File: src/rtl/ram_seq_pkg.sv
// Opcodes, ALU function codes, FSM states and control-word layout shared by the
// ram_datapath sequencer and its decoder.
package ram_seq_pkg;

   localparam int ADDR_W = 5;
   localparam logic [ADDR_W-1:0] XZR = 5'd31;

   // 11-bit R / D / BR opcodes
   localparam logic [10:0] OP_ADD  = 11'b10001011000;
   localparam logic [10:0] OP_SUB  = 11'b11001011000;
   localparam logic [10:0] OP_AND  = 11'b10001010000;
   localparam logic [10:0] OP_ORR  = 11'b10101010000;
   localparam logic [10:0] OP_EOR  = 11'b11001010000;
   localparam logic [10:0] OP_ADDS = 11'b10101011000;
   localparam logic [10:0] OP_SUBS = 11'b11101011000;
   localparam logic [10:0] OP_BR   = 11'b11010110000;
   localparam logic [10:0] OP_LDUR = 11'b11111000010;
   localparam logic [10:0] OP_STUR = 11'b11111000000;

   // 10-bit I-form opcodes
   localparam logic [9:0] OP_ADDI = 10'b1001000100;
   localparam logic [9:0] OP_SUBI = 10'b1101000100;

   // FS[4:2] function, FS[1] invert B, FS[0] invert A
   localparam logic [4:0] FS_AND = 5'b00000;
   localparam logic [4:0] FS_ORR = 5'b00100;
   localparam logic [4:0] FS_ADD = 5'b01000;
   localparam logic [4:0] FS_EOR = 5'b01100;
   localparam logic [4:0] FS_SUB = 5'b01010;

   typedef enum logic [1:0] {S_IDLE, S_EXEC, S_MEM1, S_MEM2} state_t;

   typedef struct packed {
      logic              w;
      logic              en_alu;
      logic              en_b;
      logic              en_addr;
      logic              k_sel;
      logic              pc_sel;
      logic              c0;
      logic              cs;
      logic              we;
      logic              oe;
      logic [ADDR_W-1:0] sa;
      logic [ADDR_W-1:0] sb;
      logic [ADDR_W-1:0] da;
      logic [4:0]        fs;
   } ctrl_t;

   // Quiescent control word: nothing enabled, all register ports parked on XZR.
   function automatic ctrl_t ctrl_idle();
      ctrl_t c;
      c    = '0;
      c.sa = XZR;
      c.sb = XZR;
      c.da = XZR;
      return c;
   endfunction

endpackage

File: src/rtl/ram_seq_decode.sv
// Combinational LEGv8 decoder: instruction word -> ram_datapath control word.
// ADDS/SUBS decode only when SEQ_FLAGS_EN is defined.
module ram_seq_decode
   import ram_seq_pkg::*;
#(
   parameter int DATA_W = 64
) (
   input  logic [31:0]       instr,
   output ctrl_t             ctrl,
   output logic [DATA_W-1:0] k,
   output logic              is_mem,
   output logic              illegal,
   output logic              set_flags
);

   logic [10:0]       op11;
   logic [9:0]        op10;
   logic [ADDR_W-1:0] rd, rn, rm;
   logic              r_op, i_op;

   assign op11 = instr[31:21];
   assign op10 = instr[31:22];
   assign rd   = instr[4:0];
   assign rn   = instr[9:5];
   assign rm   = instr[20:16];

   always_comb begin
      // NOTE: every output gets a default first so no path through the case infers a latch.
      ctrl      = ctrl_idle();
      k         = '0;
      is_mem    = 1'b0;
      illegal   = 1'b0;
      set_flags = 1'b0;
      r_op      = 1'b0;
      i_op      = 1'b0;

      case (op11)
         OP_ADD: begin r_op = 1'b1; ctrl.fs = FS_ADD; end
         OP_SUB: begin r_op = 1'b1; ctrl.fs = FS_SUB; ctrl.c0 = 1'b1; end
         OP_AND: begin r_op = 1'b1; ctrl.fs = FS_AND; end
         OP_ORR: begin r_op = 1'b1; ctrl.fs = FS_ORR; end
         OP_EOR: begin r_op = 1'b1; ctrl.fs = FS_EOR; end
`ifdef SEQ_FLAGS_EN
         OP_ADDS: begin r_op = 1'b1; ctrl.fs = FS_ADD; set_flags = 1'b1; end
         OP_SUBS: begin r_op = 1'b1; ctrl.fs = FS_SUB; ctrl.c0 = 1'b1; set_flags = 1'b1; end
`endif
         OP_BR: begin
            ctrl.sa     = rn;
            ctrl.pc_sel = 1'b1;
         end
         OP_LDUR: begin
            is_mem  = 1'b1;
            ctrl.oe = 1'b1;
            ctrl.da = rd;
         end
         OP_STUR: begin
            is_mem    = 1'b1;
            ctrl.we   = 1'b1;
            ctrl.en_b = 1'b1;
            ctrl.sb   = rd;
         end
         default: begin
            if (op10 == OP_ADDI || op10 == OP_SUBI) begin
               i_op    = 1'b1;
               ctrl.fs = (op10 == OP_SUBI) ? FS_SUB : FS_ADD;
               ctrl.c0 = (op10 == OP_SUBI);
            end else begin
               illegal = 1'b1;
            end
         end
      endcase

      if (r_op) begin
         ctrl.sa     = rn;
         ctrl.sb     = rm;
         ctrl.da     = rd;
         ctrl.en_alu = 1'b1;
         ctrl.w      = (rd != XZR);
      end

      if (i_op) begin
         ctrl.sa     = rn;
         ctrl.da     = rd;
         k           = DATA_W'(instr[21:10]);
         ctrl.k_sel  = 1'b1;
         ctrl.en_alu = 1'b1;
         ctrl.w      = (rd != XZR);
      end

      // Load write-back is raised by the sequencer in MEM2, so W stays 0 here.
      if (is_mem) begin
         ctrl.sa      = rn;
         k            = DATA_W'($signed(instr[20:12]));
         ctrl.k_sel   = 1'b1;
         ctrl.fs      = FS_ADD;
         ctrl.en_addr = 1'b1;
         ctrl.cs      = 1'b1;
      end
   end

endmodule

File: src/rtl/ram_datapath_sequencer.sv
// Multi-cycle LEGv8 sequencer driving the ram_datapath control word.
// Optional SEQ_FLAGS_EN: ADDS/SUBS latch Status into flags.
module ram_datapath_sequencer
   import ram_seq_pkg::*;
#(
   parameter int DATA_W = 64,
   parameter int REG_AW = 5
) (
   input  logic              clk,
   input  logic              rst,
   input  logic              instr_valid,
   input  logic [31:0]       instr,
   output logic              instr_ready,
   output logic              illegal,
   input  logic [3:0]        Status,
   output logic [3:0]        flags,
   output logic              W,
   output logic              EN_ALU,
   output logic              EN_B,
   output logic              EN_ADDR,
   output logic              K_SEL,
   output logic              PC_SEL,
   output logic              C0,
   output logic              CS,
   output logic              WE,
   output logic              OE,
   output logic [REG_AW-1:0] SA,
   output logic [REG_AW-1:0] SB,
   output logic [REG_AW-1:0] DA,
   output logic [4:0]        FS,
   output logic [DATA_W-1:0] K
);

   state_t            state_q, state_d;
   ctrl_t             ctrl_q, ctrl_d, dec_ctrl;
   logic [DATA_W-1:0] k_q, k_d, dec_k;
   logic              dec_mem, dec_illegal, dec_setf;
   logic              illegal_q, illegal_d, setf_q, setf_d;
   logic              accept;

   ram_seq_decode #(.DATA_W(DATA_W)) u_decode (
      .instr     (instr),
      .ctrl      (dec_ctrl),
      .k         (dec_k),
      .is_mem    (dec_mem),
      .illegal   (dec_illegal),
      .set_flags (dec_setf)
   );

   assign instr_ready = ~rst & (state_q != S_MEM1);
   assign accept      = instr_valid & instr_ready;

   always_comb begin
      state_d   = S_IDLE;
      ctrl_d    = ctrl_idle();
      k_d       = '0;
      illegal_d = 1'b0;
      setf_d    = 1'b0;
      if (state_q == S_MEM1) begin
         state_d  = S_MEM2;
         ctrl_d   = ctrl_q;
         k_d      = k_q;
         ctrl_d.w = ctrl_q.oe & (ctrl_q.da != XZR);
      end else if (accept) begin
         state_d   = dec_mem ? S_MEM1 : S_EXEC;
         ctrl_d    = dec_ctrl;
         k_d       = dec_k;
         illegal_d = dec_illegal;
         setf_d    = dec_setf;
      end
   end

   // NOTE: sequential state uses non-blocking assignments so all registers update together.
   always_ff @(posedge clk or posedge rst) begin
      if (rst) state_q <= S_IDLE;
      else     state_q <= state_d;
   end

   // NOTE: the whole control word is reset, so an aborted LDUR/STUR leaves no W or WE behind.
   always_ff @(posedge clk or posedge rst) begin
      if (rst) begin
         ctrl_q    <= ctrl_idle();
         k_q       <= '0;
         illegal_q <= 1'b0;
         setf_q    <= 1'b0;
      end else begin
         ctrl_q    <= ctrl_d;
         k_q       <= k_d;
         illegal_q <= illegal_d;
         setf_q    <= setf_d;
      end
   end

`ifdef SEQ_FLAGS_EN
   logic [3:0] flags_q;
   always_ff @(posedge clk or posedge rst) begin
      if (rst)                              flags_q <= '0;
      else if (state_q == S_EXEC && setf_q) flags_q <= Status;
   end
   assign flags = flags_q;
`else
   logic unused_flag_inputs;
   assign unused_flag_inputs = ^{Status, setf_q};
   assign flags = 4'b0000;
`endif

   assign illegal = illegal_q;
   assign W       = ctrl_q.w;
   assign EN_ALU  = ctrl_q.en_alu;
   assign EN_B    = ctrl_q.en_b;
   assign EN_ADDR = ctrl_q.en_addr;
   assign K_SEL   = ctrl_q.k_sel;
   assign PC_SEL  = ctrl_q.pc_sel;
   assign C0      = ctrl_q.c0;
   assign CS      = ctrl_q.cs;
   assign WE      = ctrl_q.we;
   assign OE      = ctrl_q.oe;
   assign SA      = ctrl_q.sa;
   assign SB      = ctrl_q.sb;
   assign DA      = ctrl_q.da;
   assign FS      = ctrl_q.fs;
   assign K       = k_q;

endmodule
File: config.mk
export PLATFORM = sky130hd
export DESIGN_NAME = ram_datapath_sequencer
export DESIGN_NICKNAME = d
export VERILOG_FILES = /design/src/rtl/ram_seq_pkg.sv /design/src/rtl/ram_seq_decode.sv /design/src/rtl/ram_datapath_sequencer.sv
export SDC_FILE = /design/constraint.sdc
export NUM_CORES = 1
export LEC_CHECK = 0
export ABC_AREA = 1
export BUFFER_PORTS_ARGS = -buffer_cell sky130_fd_sc_hd__buf_2
export CAP_MARGIN = 10
export CORE_ASPECT_RATIO = 1.4
export CORE_MARGIN = 1
export CORE_UTILIZATION = 25
export CTS_CLUSTER_DIAMETER = 60
export DETAILED_ROUTE_END_ITERATION = 16
export GPL_TIMING_DRIVEN = 0
export HOLD_SLACK_MARGIN = 0.12
export PLACE_DENSITY = 0.58
export SLEW_MARGIN = 40
export SYNTH_ARGS = -nofsm -noshare
export SYNTH_HDL_FRONTEND = slang
export SYNTH_SLANG_ARGS = --single-unit
File: constraint.sdc
create_clock -name clk -period 3.63 [get_ports clk]
set_clock_uncertainty 0.05 [all_clocks]
set_input_delay 0.363 -clock clk [delete_from_list [all_inputs] [get_ports clk]]
set_output_delay 0.363 -clock clk [all_outputs]
set_load 0.01 [all_outputs]
==> results.md <==
- CP Max Fanout: 40
- Post-detail-place hpwl: 6.12 mm
- Lkg Pwr: 0.00219 uW
- Psw: 238 uW
- Fin. max-slew vios: 0
- Area leader, netlist: dfrtp_1
- DRT iter0 DRCs: 100
- Final setup viols: 0
- Post-synthesis register bit count: 42
- Number of diodes: 0
- Maxcap violations: 0
- Commonest non-fill, non-tap cells in the layout: buf_2 (130), nand2_1 (80), buf_4 (61)
- Routed WL: 7.79 mm
- Min-delay worst type: primary input to flop
- Mux contribution to synthesized area: 0%
- Vias in the first global route: 2307
- Seq pwr share: 46.5%
- Vias: 2656
- Critical path data required time: 3790 ps
- RR Endpoint: SB[0]$_DFFE_PP1N_
- Register area share after synthesis: 40.3%
- Synth-to-layout area growth: 38.3%
- Largest cells by area after synthesis: dfrtp_1 (25%), buf_4 (17%), dfstp_2 (15%)
- Grt ovf: 0
- Post-CTS sizing: 0
- Post-layout min period: 2280 ps
- Final Util: 35.5%
- Syn_area_per_cell: 7.63 um^2
- Finished Layout Cells: 629
- Share of cells above drive strength 1: 47.9%
- Final instance area: 3670 um^2
- Distinct cells, synth: 24
- Status: finished clean
- Mapped Cells: 348
- Initial antenna violation count: 0
- GRT Resource Usage Total: 13.7%
- Core Box Area: 10300 um^2
- Clk slew on worst S/H paths: 60 ps
- Crit path to: SB[0]$_DFFE_PP1N_
- Placed insts: 620
- Compound-gate portion of the synthesized area: 10.3%
- Tcrit/Tclk final: 62.9%
- Main combinational cell family by area after synthesis: simple AND/OR/NAND/NOR gates
- Drc violations: 0
- Fill count: 1153
- Slew margin rel.: 63.5%
- Crit Reg-Reg Startpoint: state_q[1]$_DFF_PP0_
- Total power: 1010 uW
- CTS Sinks: 42
- Hold Fails Final Rpt: 0
- Fmax: 0.438 GHz
- Switching part of the total power: 23.5%
- Chip width: 89.1 um
- Kind of end point of the critical path: flop
- Peak VDD IR: 0.000148 V
- Clock share of power: 44.5%
- Power per cell area: 276 nW/um^2
- Yosys top cell area share: 25.5%
- Final net count: 529
- FP Rows: 44
- CTS tree: yes
- CTS Buffer Depth: 2
- H-tree depth: 2
- Pin count of the biggest net entering global routing: 54
- Worst-skew pair later-pin latency: 280 ps
- Initial Util: 25.6%
- Post-route ant nets: 0
- DP Area: 3510 um^2
- Synth Area in Adders: 0%
- Flop2flop setup slack: 2020 ps
- Simple-Gate Fraction of Synth Area: 27.5%
- Setup_tns: 0 ps
- Number of buffers created by CTS: 5
- Cell Area, Synth: 2650 um^2
- Port Buffers: 128
- YS warnings: 0
- Post-DR vias/cell: 4.22
- Die area: 11000 um^2
- CP arrival: 2440 ps
- Wire per inst: 12.4 um
- Die Y: 124 um
- Power Internal: 775 uW
- RSZ-0062 raised after global routing: no
- Combinational share of power: 9.0%
- CP Launch Type: primary input
- Synth Area in XOR/XNOR: 0%
- Routability cong.: 0.875
- Drt pass-1 iters: 4
- Most common cell after layout, fill and taps aside: buf_2
- Type of the worst setup path: primary input to flop
- CTS root buffer: clkbuf_16
- First-pass GRT wire length: 11.4 mm
- R2R depth: 6
- Num ports: 139
- Measured slew at the worst slew-check pin: 546 ps
- Crit path launch: rst
## per-layer routing
| layer | track usage (%) | vias to the layer above | wire length [um] |
|---|---|---|---|
| met5 | 0 | - | 0 |
| met4 | 4.76 | 0 | 144 |
| met3 | 3.51 | 11 | 519 |
| met2 | 25.6 | 92 | 4040 |
| met1 | 14.8 | 1218 | 3090 |
| li1 | - | 1335 | - |
## flip-flops by register name, summed over array words and instances (netlist names)
register,count
W,1
K_SEL,1
K,13
EN_ALU,1
PC_SEL,1
DA,5
OE,1
SB,5
SA,5
C0,1
state_q,2
illegal,1
CS,1
EN_B,1
FS,3
## worst max-delay path, stage by stage
cell and delay [ps]:
dlygate4sd3_1 530, buf_2 140, inv_4 80, buf_12 220
nand3_2 270, inv_2 240, nand3_1 240, o21ai_0 220
a21oi_1 90
## cell type report
| class | instances | area (um^2) | share of cell area, % |
|---|---|---|---|
| inverter | 27 | 104 | 2.83 |
| clock inverter | 1 | 5.00 | 0.136 |
| multi-input combinational | 219 | 1030 | 28.0 |
| sequential | 42 | 1070 | 29.3 |
| buffer | 65 | 475 | 13.0 |
| timing repair buffer | 130 | 671 | 18.3 |
| clock buffer | 7 | 143 | 3.89 |
| tap | 138 | 173 | 4.71 |
## through the flow
| step | hold slack, ps | setup WS [ps] |
|---|---|---|
| after global placement | 412 | 294 |
| final | 281 | 1350 |
| after detailed placement | 201 | 1580 |
| after CTS | 279 | 1320 |
| after global routing | 287 | 1120 |
| after floorplan | 451 | 1280 |
## power by group through the flow
| stage | registers [uW] | logic (uW) | clock network, uW |
|---|---|---|---|
| 2_1_floorplan | 479 | 44.7 | 0 |
| 3_5_place_dp | 479 | 90.2 | 0 |
| 5_1_grt | 471 | 102 | 480 |
| 3_3_place_gp | 479 | 86.7 | 0 |
| 4_1_cts | 471 | 91.3 | 461 |
| 6_report | 471 | 91.0 | 451 |
## how the worst min path moves through the flow
stage / cells after the start / start / end
floorplan: 2 / instr[20] / K[10]$_DFFE_PP0N_
global route: 3 / instr[6] / SA[1]$_DFFE_PP1N_
global placement: 2 / K[2]$_DFFE_PP0N_ / K[2]$_DFFE_PP0N_
detailed placement: 2 / rst / FS[3]$_DFFE_PP0N_
finish: 3 / instr[6] / SA[1]$_DFFE_PP1N_
CTS: 3 / instr[9] / SA[4]$_DFFE_PP1N_
## kinds of logic (layout without fill, tap and decap cells)
family | after synthesis | after routing
simple gates | 165 | 165
buf+inv | 92 | 230
compound gates | 48 | 48
flops | 42 | 42
other cells | 1 | 6
## cells in the mapped netlist
master,number
nand2_1,80
buf_4,61
nor2_1,41
dfrtp_1,27
nand3_1,24
a21oi_1,22
inv_1,20
dfstp_2,15
o211ai_1,12
o21ai_0,10
inv_2,6
nand3_2,4
nor3_1,4
nand2_2,3
nand4_1,3
o21ai_1,3
buf_2,2
clkbuf_1,2
nand2_4,2
nor2_2,2
nor2_4,2
a22o_1,1
clkinv_1,1
conb_1,1
## what timing repair did
action                    4_1_cts  5_1_grt
buffers inserted                0        0
hold buffers                    1        0
hold endpoints to repair       27        0
Note: power is estimated with default switching activity, not from simulation.
